### src/rtl/dmem_access_ctrl.sv
// Data-memory port sequencer: arbitrates MEM-stage and debug accesses onto one
// variable-latency memory port, stalls the pipeline and aborts bad or hung accesses.
module dmem_access_ctrl #(
  parameter int TIMEOUT      = 64,
  parameter int MAX_CPU_WINS = 4
) (
  input  logic        clk,
  input  logic        rst,
  input  logic        memWriteM,
  input  logic        memToRegM,
  input  logic [31:0] aluOutM,
  input  logic [31:0] writeDataM,
  output logic        stallM,
  output logic [31:0] readDataM,
  output logic        readValidM,
  input  logic        dbgReq,
  input  logic        dbgWe,
  input  logic [31:0] dbgAddr,
  input  logic [31:0] dbgWdata,
  output logic        dbgAck,
  output logic [31:0] dbgRdata,
  output logic        memReq,
  output logic        memWe,
  output logic [31:0] memAddr,
  output logic [31:0] memWdata,
  input  logic [31:0] memRdata,
  input  logic        memAck,
  output logic        busErr
);

  localparam int TMO_W = $clog2(TIMEOUT);
  localparam int WIN_W = $clog2(MAX_CPU_WINS + 1);
  localparam logic [TMO_W-1:0] TMO_LAST = TMO_W'(TIMEOUT - 1);
  localparam logic [WIN_W-1:0] WIN_MAX  = WIN_W'(MAX_CPU_WINS);

  typedef enum logic [1:0] {
    IDLE     = 2'd0,
    CPU_WAIT = 2'd1,
    DBG_WAIT = 2'd2,
    CPU_DONE = 2'd3
  } state_t;

  state_t           r_state;
  logic [WIN_W-1:0] r_win_cnt;
  logic [TMO_W-1:0] r_tmo_cnt;
  logic             r_bus_err;
  logic [31:0]      r_read_data;
  logic             r_read_valid;
  logic             r_dbg_ack;
  logic [31:0]      r_dbg_rdata;
  logic             r_mem_req;
  logic             r_mem_we;
  logic [31:0]      r_mem_addr;
  logic [31:0]      r_mem_wdata;

  logic w_cpu_acc;
  logic w_dbg_pend;
  logic w_win_sat;
  logic w_dbg_grant;
  logic w_cpu_grant;
  logic w_cpu_misalign;
  logic w_dbg_misalign;
  logic w_tmo;

  assign w_cpu_acc      = memWriteM | memToRegM;
  // dbgReq is still high in the cycle its dbgAck is presented; that is not a new request
  assign w_dbg_pend     = dbgReq & ~r_dbg_ack;
  assign w_win_sat      = (r_win_cnt == WIN_MAX);
  assign w_dbg_grant    = (r_state == IDLE) & w_dbg_pend & (~w_cpu_acc | w_win_sat);
  assign w_cpu_grant    = (r_state == IDLE) & w_cpu_acc & ~w_dbg_grant;
  assign w_cpu_misalign = |aluOutM[1:0];
  assign w_dbg_misalign = |dbgAddr[1:0];
  assign w_tmo          = (r_tmo_cnt == TMO_LAST);

  always_ff @(posedge clk) begin
    if (rst) begin
      r_state      <= IDLE;
      r_win_cnt    <= '0;
      r_tmo_cnt    <= '0;
      r_bus_err    <= 1'b0;
      r_read_data  <= '0;
      r_read_valid <= 1'b0;
      r_dbg_ack    <= 1'b0;
      r_dbg_rdata  <= '0;
      r_mem_req    <= 1'b0;
      r_mem_we     <= 1'b0;
      r_mem_addr   <= '0;
      r_mem_wdata  <= '0;
    end else begin
      r_dbg_ack    <= 1'b0;
      r_read_valid <= 1'b0;
      case (r_state)
        IDLE: begin
          if (w_dbg_grant) begin
            r_win_cnt <= '0;
            if (w_dbg_misalign) begin
              r_bus_err   <= 1'b1;
              r_dbg_ack   <= 1'b1;
              r_dbg_rdata <= '0;
            end else begin
              r_mem_req   <= 1'b1;
              r_mem_we    <= dbgWe;
              r_mem_addr  <= dbgAddr;
              r_mem_wdata <= dbgWdata;
              r_tmo_cnt   <= '0;
              r_state     <= DBG_WAIT;
            end
          end else if (w_cpu_grant) begin
            if (w_dbg_pend && !w_win_sat) begin
              r_win_cnt <= r_win_cnt + WIN_W'(1);
            end
            if (w_cpu_misalign) begin
              r_bus_err    <= 1'b1;
              r_read_data  <= '0;
              r_read_valid <= 1'b1;
              r_state      <= CPU_DONE;
            end else begin
              r_mem_req   <= 1'b1;
              r_mem_we    <= memWriteM;
              r_mem_addr  <= aluOutM;
              r_mem_wdata <= writeDataM;
              r_tmo_cnt   <= '0;
              r_state     <= CPU_WAIT;
            end
          end
        end

        CPU_WAIT: begin
          if (memAck) begin
            r_mem_req    <= 1'b0;
            r_mem_we     <= 1'b0;
            r_read_data  <= r_mem_we ? 32'd0 : memRdata;
            r_read_valid <= 1'b1;
            r_tmo_cnt    <= '0;
            r_state      <= CPU_DONE;
          end else if (w_tmo) begin
            r_mem_req    <= 1'b0;
            r_mem_we     <= 1'b0;
            r_bus_err    <= 1'b1;
            r_read_data  <= '0;
            r_read_valid <= 1'b1;
            r_tmo_cnt    <= '0;
            r_state      <= CPU_DONE;
          end else begin
            r_tmo_cnt <= r_tmo_cnt + TMO_W'(1);
          end
        end

        DBG_WAIT: begin
          if (memAck) begin
            r_mem_req   <= 1'b0;
            r_mem_we    <= 1'b0;
            r_dbg_ack   <= 1'b1;
            r_dbg_rdata <= memRdata;
            r_tmo_cnt   <= '0;
            r_state     <= IDLE;
          end else if (w_tmo) begin
            r_mem_req   <= 1'b0;
            r_mem_we    <= 1'b0;
            r_bus_err   <= 1'b1;
            r_dbg_ack   <= 1'b1;
            r_dbg_rdata <= '0;
            r_tmo_cnt   <= '0;
            r_state     <= IDLE;
          end else begin
            r_tmo_cnt <= r_tmo_cnt + TMO_W'(1);
          end
        end

        // Pipeline advances on this edge; re-arbitrate only once back in IDLE
        CPU_DONE: begin
          r_state <= IDLE;
        end

        default: begin
          r_state <= IDLE;
        end
      endcase
    end
  end

  assign stallM     = w_cpu_acc & (r_state != CPU_DONE) & ~rst;
  assign readDataM  = r_read_data;
  assign readValidM = r_read_valid;
  assign dbgAck     = r_dbg_ack;
  assign dbgRdata   = r_dbg_rdata;
  assign memReq     = r_mem_req;
  assign memWe      = r_mem_we;
  assign memAddr    = r_mem_addr;
  assign memWdata   = r_mem_wdata;
  assign busErr     = r_bus_err;

endmodule

### config.mk
export PLATFORM = sky130hd
export DESIGN_NAME = dmem_access_ctrl
export DESIGN_NICKNAME = d
export VERILOG_FILES = /design/src/rtl/dmem_access_ctrl.sv
export SDC_FILE = /design/constraint.sdc
export NUM_CORES = 1
export LEC_CHECK = 0
export BUFFER_PORTS_ARGS = -buffer_cell sky130_fd_sc_hd__buf_2
export CORE_ASPECT_RATIO = 0.5
export CORE_MARGIN = 1.5
export CORE_UTILIZATION = 51
export CTS_BUF_LIST = sky130_fd_sc_hd__clkbuf_2 sky130_fd_sc_hd__clkbuf_4 sky130_fd_sc_hd__clkbuf_8
export DETAILED_ROUTE_END_ITERATION = 8
export GPL_TIMING_DRIVEN = 0
export PLACE_DENSITY = 0.92
export SETUP_SLACK_MARGIN = 0.02
export SLEW_MARGIN = 20
export SYNTH_ARGS = -nofsm -noshare
export SYNTH_HDL_FRONTEND = slang
export SYNTH_SLANG_ARGS = --single-unit
### constraint.sdc
create_clock -name clk -period 3.86 [get_ports clk]
set_input_delay 0.386 -clock clk [delete_from_list [all_inputs] [get_ports clk]]
set_output_delay 0.386 -clock clk [all_outputs]
set_load 0.1 [all_outputs]
# Yosys cells after proc, flatten, opt, wreduce, memory -nomap -nowiden
# Index checks and enable logic that the tools add are counted.
# totals
regBits	144
inputBits	167
out_inout_bits	134
# op_classes
add_sub_neg	2
eq_ne	23
mux	66
bitwise_logic	13
n_reduce_logical	19
# ops
cell	count
$mux 32	17
$pmux 32 s2	2
$mux 6	6
$mux 1	23
$ne 3x3->1 const B	7
$ne 2x2->1 const B	9
$mux 2	8
$reduce_and 4->1	4
$pmux 6 s2	1
$pmux 1 s2	5
$reduce_and 5->1	2
$reduce_bool 2->1	5
$mux 3	3
$pmux 2 s4	1
$and 1x1->1	7
$add 6x1->6 const B	1
$eq 6x6->1 const B	1
$reduce_and 6->1	1
$reduce_or 2->1	3
$eq 2x2->1 const B	2
$not 1->1	4
$add 3x1->3 const B	1
$eq 3x3->1 const B	1
$ne 3x1->1 const B	1
other kinds (7)	8

# Logic depth before layout (Yosys ltp)
# Gate-level depths: netlist of run 1.
# logic_depth
word_depth	9
depth_mapped	9
ltp_nobuf	7

# Worst setup path after synthesis of run 1
# No wires, ideal clock.
# synth_path
path_kind	input -> output
startpoint	in rst
endpoint	out stallM
arrival_ps	2857
required_time_ps	3474
setup_slack_ps	617
stages	3
cell_sequence	clkbuf_1 > clkbuf_1 > nor3_1
# synth_via
elab_chain_len	2
# synth_lines
item	line_no	text
start, declared	8	input logic rst,
$not 1->1	182	assign stallM = w_cpu_acc & (r_state != CPU_DONE) & ~rst;
$and 1x1->1	182	
end, declared	13	output logic stallM,
# Every way passes these cells.

# Worst setup path in the final report of run 1
# layout_path
startpoint	reg r_state[1]
endpoint	reg r_mem_addr[30] (netlist: memAddr[30])
# layout_via
elab_chain_len	7
word_cells_on_any_way	11
classes_between	2 x eq/ne; 1 x mux; 5 x bitwise; 3 x reduce/logical
# layout_lines
item	line_no	text
start, declared	43	state_t r_state;
start signal, assigned	77	r_state <= IDLE;
start signal, assigned	106	r_state <= DBG_WAIT;
start signal, assigned	116	r_state <= CPU_DONE;
$logic_not 2->1 (*)	69, 70, 92	
$and 1x1->1 (2 in a row)	69	assign w_dbg_grant = (r_state == IDLE) & w_dbg_pend & (~w_cpu_acc | w_win_sat);
$not 1->1	70	assign w_cpu_grant = (r_state == IDLE) & w_cpu_acc & ~w_dbg_grant;
$and 1x1->1	70	
$reduce_bool 2->1 (no source line)	-	
$reduce_and 4->1 (no source line)	-	
end signal, assigned	103	r_mem_addr <= dbgAddr;
end signal, assigned	120	r_mem_addr <= aluOutM;
end, declared	53	logic [31:0] r_mem_addr;
# Mark *: on every way between the ends. The rest lies on a longest branch, timed or not.
# A chain may end at the register's enable or synchronous reset.

==> out/metrics.csv, run 1 <==
stage,metric,value,unit
detailed_routing,vias_per_cell,5.65,
synthesis,synthTopCellsByArea,"dfxtp_1 (47%), nand2_1 (10%), a311oi_1 (8.0%), nor2_1 (6.6%), a32oi_1 (4.6%)",
timing,min_period_over_period,0.704,
critical_path,crit_fanout,10,
critical_path,critical_path_class,register to register,
die,std_cell_rows,27,
synthesis,synth_top_area_cell,dfxtp_1,
synthesis,yosysWarnings,0,
cts,ctsHoldBuffers,0,
cts,post_cts_resized,0,
finish,fillers,868,
global_route,overflow,0,
timing,finClkSkew,0.0192,ns
synthesis,ys_seq_area_frac,0.472,
critical_path,end_kind,register,
critical_path,cp-start-kind,register,
power,leakagePower,3.72,nW
critical_path,cp_data_required_time,4.20,ns
place,gp_congestion,0.901,
cts,cts-root-buf,clkbuf_8,
detailed_routing,drtIter0Drc,763,
timing,setup-violations-final,0,
die,coreArea,11300,um2
synthesis,syn_inst,729,
global_route,grt_pass1_wl,29.9,mm
run_status,run_status,finished clean,
cts,cts_tree,done,
timing,worstMarginPinSlew,0.826,ns
cts,clock-sinks,144,
die,die_h,80.4,um
die,pin_count,301,
global_route,gr-usage-all-layers,0.298,
timing,period_needed,2.72,ns
cts,clockBufferDepth,2,
critical_path,r2r_cells,9,
die,die_width,158,um
die,start_util,0.539,
min_path,hold_path_class,input pin to register,
cts,cts_buffers,17,
power,powerDensity,709,nW/um2
place,dp_hpwl,14.6,mm
synthesis,synth_top_flop_cell,dfxtp_1,
finish,layout_commonest_cell,buf_2,
min_path,whs_path_depth,3,
finish,syn_to_final_growth,34.3,%
detailed_routing,antenna_left,0,
timing,rsz0062_at_grt,false,
synthesis,synth_area,6100,um2
finish,fin_nets,1221,
synthesis,syn_area_per_cell,8.37,um2
detailed_routing,routed_wl,19.7,mm
power,vdd_drop_max,0.000316,V
synthesis,synth-seq-cells,144,
detailed_routing,first_pass_iters,5,
cts,clk_latency,0.44,ns
synthesis,synth.distinct_cells,48,
detailed_routing,drc,0,
timing,max_freq,368,MHz
synthesis,yosysTopAreaCellShare,0.472,
timing,relSlewSlack,0.447,
place,io_buffers,299,
global_route,grt_max_degree,17,
timing,finalHoldViolations,0,
global_route,antenna_found_initial,0,
die,dieArea,12700,um2
finish,final_util,0.724,
finish,antenna_cells,0,
job,maxCapViolations,0,
timing,setup-tns-final,0,ns
detailed_routing,wl_per_cell,16.1,um
finish,final_cell_mix,"buf_2 (319), nand2_1 (166), dfxtp_1 (144), nor2_1 (108), a311oi_1 (56)",
cts,htreeDepth,4,
cts,cts_setup_buffers,0,
timing,report.final.slew_viol_count,0,
global_route,grt_pass1_vias,6400,
synthesis,synth_edf_count,0,
finish,layout-drive-gt1-share,0.350,
cts,path_clk_slew,0.10,ns
synthesis,synthArstFlopShare,0,
synthesis,synth_fp_nets,903,
critical_path,worstPathArrival,3.06,ns
detailed_routing,vias,6888,
## state kept, by name, indices dropped and copies added (netlist names)
name        flops
r_state         2
dbgAck          1
dbgRdata       32
r_tmo_cnt       6
r_win_cnt       3
readDataM      32
busErr          1
memWdata       32
memAddr        32
memWe           1
readValidM      1
memReq          1
## per-layer routing
metal / vias up / part of all wire / track usage
met2: 341 / 0.48 / 0.514
met4: 0 / 0.024 / 0.127
met1: 3239 / 0.42 / 0.368
met5: - / 0 / 0
met3: 50 / 0.073 / 0.0561
li1: 3258 / - / -
## power by group
group / internal [mW] / leakage (nW) / switching [mW]
Combinational: 0.577 / 2.35 / 2.24
Sequential: 1.69 / 1.17 / 0.110
Clock: 0.550 / 0.200 / 0.643
## cell usage after synthesis (2+ instances only)
master and number:
nand2_1 166, dfxtp_1 144, nor2_1 108, a311oi_1 56
a21oi_1 43, clkbuf_1 38, a32oi_1 32, nand4_1 32
buf_2 20, o21ai_0 10, buf_6 7, ha_1 7
inv_1 7, a311oi_2 6, nand3_1 5, a31oi_1 4
and2_1 3, nand2b_1 3, nor2b_1 3, buf_1 2
mux2i_1 2, nand4b_1 2, nor3b_1 2, or2_2 2
or4_1 2
## cell families after synthesis
kind of cell	count (synthesis)	synth area share
fa+ha+maj	7	0.0143
flops	144	0.472
simple gates	337	0.237
buf+inv	74	0.0582
mux	2	0.00328
compound gates	165	0.215
## final cells by class
| class | count | area (um2) | area share |
|---|---|---|---|
| well taps | 159 | 199 | 0.0243 |
| flip-flops and latches | 144 | 2880 | 0.352 |
| inverters | 7 | 26.3 | 0.00321 |
| multi-input cells | 511 | 2870 | 0.350 |
| plain buffers | 67 | 329 | 0.0402 |
| clock inverters | 14 | 149 | 0.0182 |
| repair buffers | 299 | 1500 | 0.183 |
| clock buffers | 18 | 248 | 0.0302 |
## final timing paths
check           startpoint            end  slack (ns)
max             r_state[1]    memAddr[30]        1.14
min            dbgWdata[7]    memWdata[7]        0.20
max reg2reg     r_state[1]    memAddr[30]        1.14
min reg2reg  readDataM[25]  readDataM[25]        0.45
## stage by stage
step                      hold WS, ns  setup slack (ns)  cells  instance area, um2  power [mW]
final                           0.196              1.14   1219                8200        5.81
after global routing            0.196             0.916   1219                8200        6.06
after CTS                       0.186              1.17   1219                8200        5.79
after detailed placement        0.442              1.22   1187                7800        4.62
after global placement          0.435              1.27   1187                7800        4.57
after floorplan                 0.449             0.617    729                6100        4.06
## worst max-delay path, stage by stage (launching register included)
cell and delay [ns]:
dfxtp_1 0.41, inv_1 0.09, ha_1 0.24, buf_2 0.20
and3b_1 0.22, nand2_1 0.09, clkbuf_1 0.53, clkbuf_1 0.43
nand2_1 0.16, a311oi_1 0.28
(Power assumes the default switching activity.)
==> run 2, diff against run 1 <==
Settings changed: ABC_AREA from default to 1, CORE_UTILIZATION 51 to 50, PLACE_DENSITY 0.92 to 0.87.
Clock period 3.86 ns to 2.78 ns, I/O delays scaled along.
==> out/metrics.csv, run 2 <==
stage,metric,value,unit
synthesis,yosysWarnings,0,
cts,post_cts_resized,0,
detailed_routing,vias_per_cell,5.17,
finish,layout_commonest_cell,nand2_1,
synthesis,syn_inst,1126,
power,vdd_drop_max,0.000424,V
critical_path,rr_startpoint,r_state[0],
die,std_cell_rows,30,
synthesis,yosysTopAreaCellShare,0.402,
synthesis,synth.distinct_cells,28,
synthesis,syn_area_per_cell,6.38,um2
cts,cts_buffers,17,
cts,clockBufferDepth,2,
global_route,gr-usage-all-layers,0.296,
finish,fin_cells,1648,
timing,period_needed,2.44,ns
cts,clock-sinks,144,
global_route,grt_pass1_vias,7602,
min_path,hold_path_class,input pin to register,
timing,finalHoldViolations,0,
timing,relSlewSlack,0.414,
timing,worstMarginPinSlew,0.879,ns
timing,rsz0062_at_grt,false,
finish,fin_nets,1617,
place,io_buffers,298,
cts,path_clk_slew,0.11,ns
finish,fillers,1278,
detailed_routing,vias,8517,
synthesis,synthTopCellsByArea,"dfxtp_1 (40%), nand2_1 (22%), nand3_1 (9.7%), a21oi_1 (7.3%), nor2_1 (4.5%)",
finish,final_area,9300,um2
synthesis,yosysMostFrequentCell,nand2_1,
timing,setup-violations-final,0,
detailed_routing,wl_per_cell,14.1,um
finish,syn_to_final_growth,29.5,%
critical_path,crit_start,r_state[0],
critical_path,cp-start-kind,register,
cts,ctsHoldBuffers,0,
timing,min_period_over_period,0.879,
critical_path,r2r_cells,12,
cts,cts-root-buf,clkbuf_8,
finish,layout-drive-gt1-share,0.261,
die,die_h,87.7,um
global_route,overflow,0,
synthesis,synth_top_flop_cell,dfxtp_1,
place,dp.cells,1616,
power,power,9.16,mW
die,pin_count,301,
place,placed_area,8920,um2
critical_path,end_kind,register,
power,powerDensity,985,nW/um2
synthesis,synthTopCellsByCount,"nand2_1 (413), dfxtp_1 (144), nand3_1 (139)",
critical_path,crit_fanout,10,
die,start_util,0.521,
die,die_width,172,um
synthesis,synthArstFlopShare,0,
timing,finClkSkew,0.0288,ns
detailed_routing,antenna_left,0,
cts,clk_latency,0.44,ns
place,gp_congestion,0.872,
synthesis,synth-seq-cells,144,
die,coreArea,13800,um2
timing,max_freq,409,MHz
detailed_routing,drtIter0Drc,629,
critical_path,worstPathArrival,2.72,ns
critical_path,cp_data_required_time,3.05,ns
timing,holdWs,0.196,ns
finish,antenna_cells,0,
finish,multi_input_area,3580,um2
run_status,run_status,finished clean,
timing,report.final.slew_viol_count,0,
synthesis,synth_area,7180,um2
min_path,whs_path_depth,5,
finish,ff_latch_area,2880,um2
cts,cts_tree,done,
power,leakagePower,4.74,nW
cts,cts_setup_buffers,0,
finish,final_cell_mix,"nand2_1 (413), buf_2 (322), dfxtp_1 (144), nand3_1 (139), a21oi_1 (105)",
place,dp_hpwl,17.9,mm
detailed_routing,routed_wl,23.3,mm
synthesis,synth_edf_count,0,
global_route,antenna_found_initial,0,
global_route,grt_pass1_wl,35.5,mm
die,dieArea,15100,um2
synthesis,ys_seq_area_frac,0.402,
detailed_routing,drc,0,
timing,setup-tns-final,0,ns
global_route,grt_max_degree,17,
cts,htreeDepth,4,
synthesis,synth_fp_nets,1300,
critical_path,critical_path_class,register to register,
synthesis,synth_top_area_cell,dfxtp_1,
detailed_routing,first_pass_iters,5,
job,maxCapViolations,0,
min_path,hold_start,dbgWdata[14],
run 2: path summary, 6_finish.rpt:
path,slack [ns],to
min,0.20,memWdata[14]
min reg2reg,0.45,busErr
max,0.34,memAddr[17]
max reg2reg,0.34,memAddr[17]
run 2: where the power goes:
part | switching, mW | internal, mW
Clock | 0.923 | 0.739
Sequential | 0.163 | 2.37
Combinational | 3.88 | 1.08
Total | 4.96 | 4.19
run 2: critical path: stages, from the launching register on:
cell and delay, ns:
dfxtp_1 0.38, inv_1 0.09, ha_1 0.19, buf_4 0.17
nand2_2 0.09, nor2_4 0.05, nand2_2 0.13, inv_4 0.06
o21ai_2 0.46, nand2_2 0.27, buf_2 0.28, nand2_1 0.08
a21oi_1 0.05
run 2: stage by stage:
stage	utilization	worst slack (ns)
finish	0.675	0.335
global route	0.675	0.136
CTS	0.675	0.294
detailed placement	0.647	0.309
global placement	0.647	0.352
floorplan	-	0.599
run 2: area by class of cell:
type | count | area share
Timing Repair Buffer | 298 | 0.160
Buffer | 84 | 0.0424
Clock inverter | 15 | 0.0159
Inverter | 87 | 0.0354
Clock buffer | 17 | 0.0252
Multi-Input combinational cell | 811 | 0.385
Sequential cell | 144 | 0.310
Tap cell | 192 | 0.0258
run 2: logic make-up (layout without fill, tap and decap cells):
| kind of cell | count (synthesis) | in the layout | share of synthesized area |
|---|---|---|---|
| AOI/OAI and AO/OA | 116 | 116 | 0.0830 |
| xor gates and xnor gates | 1 | 1 | 0.00122 |
| adders and majority gates | 7 | 7 | 0.0122 |
| buffers and inverters | 171 | 501 | 0.101 |
| DFF | 144 | 144 | 0.402 |
| and+or+nand+nor | 687 | 687 | 0.401 |
run 2: layer usage:
layer | vias up | GRT usage | wire [um]
met1 | 3872 | 0.360 | 9710
met5 | - | 0 | 0
met3 | 51 | 0.0587 | 1900
li1 | 4222 | - | -
met2 | 372 | 0.533 | 11200
met4 | 0 | 0.0949 | 475
==> run 3, diff against run 2 <==
Settings changed: PLACE_DENSITY 0.87 to default, PLACE_DENSITY_LB_ADDON from default to 0.3.
==> out/metrics.csv, run 3 (synthesized netlist as in run 2, its figures left out) <==
stage,metric,value,unit
run_status,run_status,finished clean,
timing,min_period_over_period,0.888,
timing,holdWs,0.190,ns
critical_path,critical_path_class,register to register,
cts,clockBufferDepth,2,
critical_path,crit_start,r_state[0],
cts,cts_tree,done,
cts,path_clk_slew,0.10,ns
die,pin_count,301,
die,start_util,0.521,
critical_path,reg2reg_slack,0.31,ns
critical_path,crit_fanout,10,
critical_path,critPathBufInv,4,
die,die_h,87.7,um
job,maxCapViolations,0,
power,leakagePower,4.72,nW
cts,post_cts_resized,0,
detailed_routing,first_pass_iters,5,
cts,htreeDepth,4,
timing,worstMarginPinSlew,0.981,ns
critical_path,cpPeakStageDelay,0.49,ns
finish,layout-drive-gt1-share,0.261,
timing,report.final.slew_viol_count,0,
detailed_routing,vias_per_cell,5.13,
detailed_routing,drtIter0Drc,525,
die,die_width,172,um
global_route,grt_pass1_wl,35.1,mm
cts,clock-sinks,144,
detailed_routing,wl_per_cell,13.8,um
cts,cts_buffers,17,
timing,max_freq,405,MHz
timing,rsz0062_at_grt,false,
place,io_buffers,298,
detailed_routing,routed_wl,22.8,mm
timing,finClkSkew,0.0255,ns
die,std_cell_rows,30,
critical_path,critPathCapture,memAddr[21],
finish,final_util,0.673,
timing,relSlewSlack,0.346,
critical_path,cp-start-kind,register,
finish,final_cell_mix,"nand2_1 (413), buf_2 (322), dfxtp_1 (144), nand3_1 (139), a21oi_1 (105)",
global_route,overflow,0,
critical_path,slowest_stage,o21ai_2,
timing,setup-violations-final,0,
finish,syn_to_final_growth,29.2,%
cts,cts_setup_buffers,0,
place,gp_congestion,0.913,
critical_path,cp.depth,12,
finish,fillers,1314,
die,dieArea,15100,um2
critical_path,worstReg2RegEnd,memAddr[21],
global_route,grt_max_degree,17,
finish,ff_latch_area,2880,um2
die,coreArea,13800,um2
timing,period_needed,2.47,ns
min_path,hold_path_class,input pin to register,
finish,antenna_cells,0,
detailed_routing,drc,0,
min_path,hold_start,dbgWdata[27],
timing,finalHoldViolations,0,
critical_path,end_kind,register,
finish,multi_input_area,3580,um2
global_route,gr-usage-all-layers,0.294,
critical_path,cp_data_required_time,3.07,ns
critical_path,crit_family,simple AND/OR/NAND/NOR gates,
cts,cts-root-buf,clkbuf_8,
place,dp_hpwl,17.4,mm
critical_path,crit_path_frequent_cell,nand2_2,
critical_path,worstPathCellList,inv_1 > ha_1 > buf_4 > nand2_2 > nor2_4 > nand2_2 > inv_4 > o21ai_2 > nand2_2 > buf_2 > nand2_1 > a21oi_1,
critical_path,worstPathArrival,2.76,ns
cts,clk_latency,0.45,ns
detailed_routing,antenna_left,0,
global_route,antenna_found_initial,0,
detailed_routing,vias,8451,
global_route,grt_pass1_vias,7504,
power,powerDensity,978,nW/um2
finish,fin_nets,1617,
power,vdd_drop_max,0.000468,V
critical_path,r2r_cells,12,
critical_path,rr_startpoint,r_state[0],
cts,ctsHoldBuffers,0,
finish,layout_commonest_cell,nand2_1,
timing,setup-tns-final,0,ns
run 3: changes by cell type in the layout (fill, tap and decap cells not counted), sizes merged:
cell / delta
clkinv: -1
inv: +1
clkinvlp: +1
bufinv: -1
run 3: report_power, final:
| group | switching (mW) | internal [mW] |
|---|---|---|
| registers | 0.160 | 2.37 |
| logic | 3.88 | 1.08 |
| clock network | 0.930 | 0.649 |
run 3: final cells by class:
| type | instances | share of cell area |
|---|---|---|
| Clock buffer | 17 | 0.0252 |
| Multi-Input combinational cell | 811 | 0.386 |
| Buffer | 84 | 0.0425 |
| Clock inverter | 15 | 0.0135 |
| Timing Repair Buffer | 298 | 0.161 |
| Inverter | 87 | 0.0355 |
| Sequential cell | 144 | 0.311 |
| Tap cell | 192 | 0.0259 |
run 3: how the worst min path moves through the flow:
stage	slack, ns	depth (start not counted)	end
detailed placement	0.43	2	memAddr[1]
floorplan	0.45	2	r_win_cnt[2]
global placement	0.43	2	memAddr[1]
CTS	0.18	5	memWdata[27]
finish	0.19	5	memWdata[27]
global route	0.20	5	memWdata[10]
run 3: worst register-to-register path: cells and delay by family, from the launching register on:
| family | cells | cell delay, ns |
|---|---|---|
| AOI/OAI and AO/OA | 2 | 0.55 |
| DFF | 1 | 0.37 |
| and+or+nand+nor | 5 | 0.62 |
| adders and majority gates | 1 | 0.20 |
| buffers and inverters | 4 | 0.60 |
run 3: per-stage QoR:
step           worst slack [ns]  cell area (um2)  power (mW)  std cells
5_1_grt                   0.134             9280        9.61       1648
2_1_floorplan             0.599             7180        6.54       1126
6_report                  0.311             9280        9.07       1648
3_3_place_gp              0.404             8920        7.40       1616
4_1_cts                   0.336             9280        9.05       1648
3_5_place_dp              0.356             8920        7.49       1616
run 3: metal layers:
metal / up-vias / routed length, um / GRT usage
li1: 4217 / - / -
met1: 3863 / 9710 / 0.371
met2: 336 / 11000 / 0.514
met3: 35 / 1760 / 0.0615
met4: 0 / 326 / 0.0854
met5: - / 0 / 0
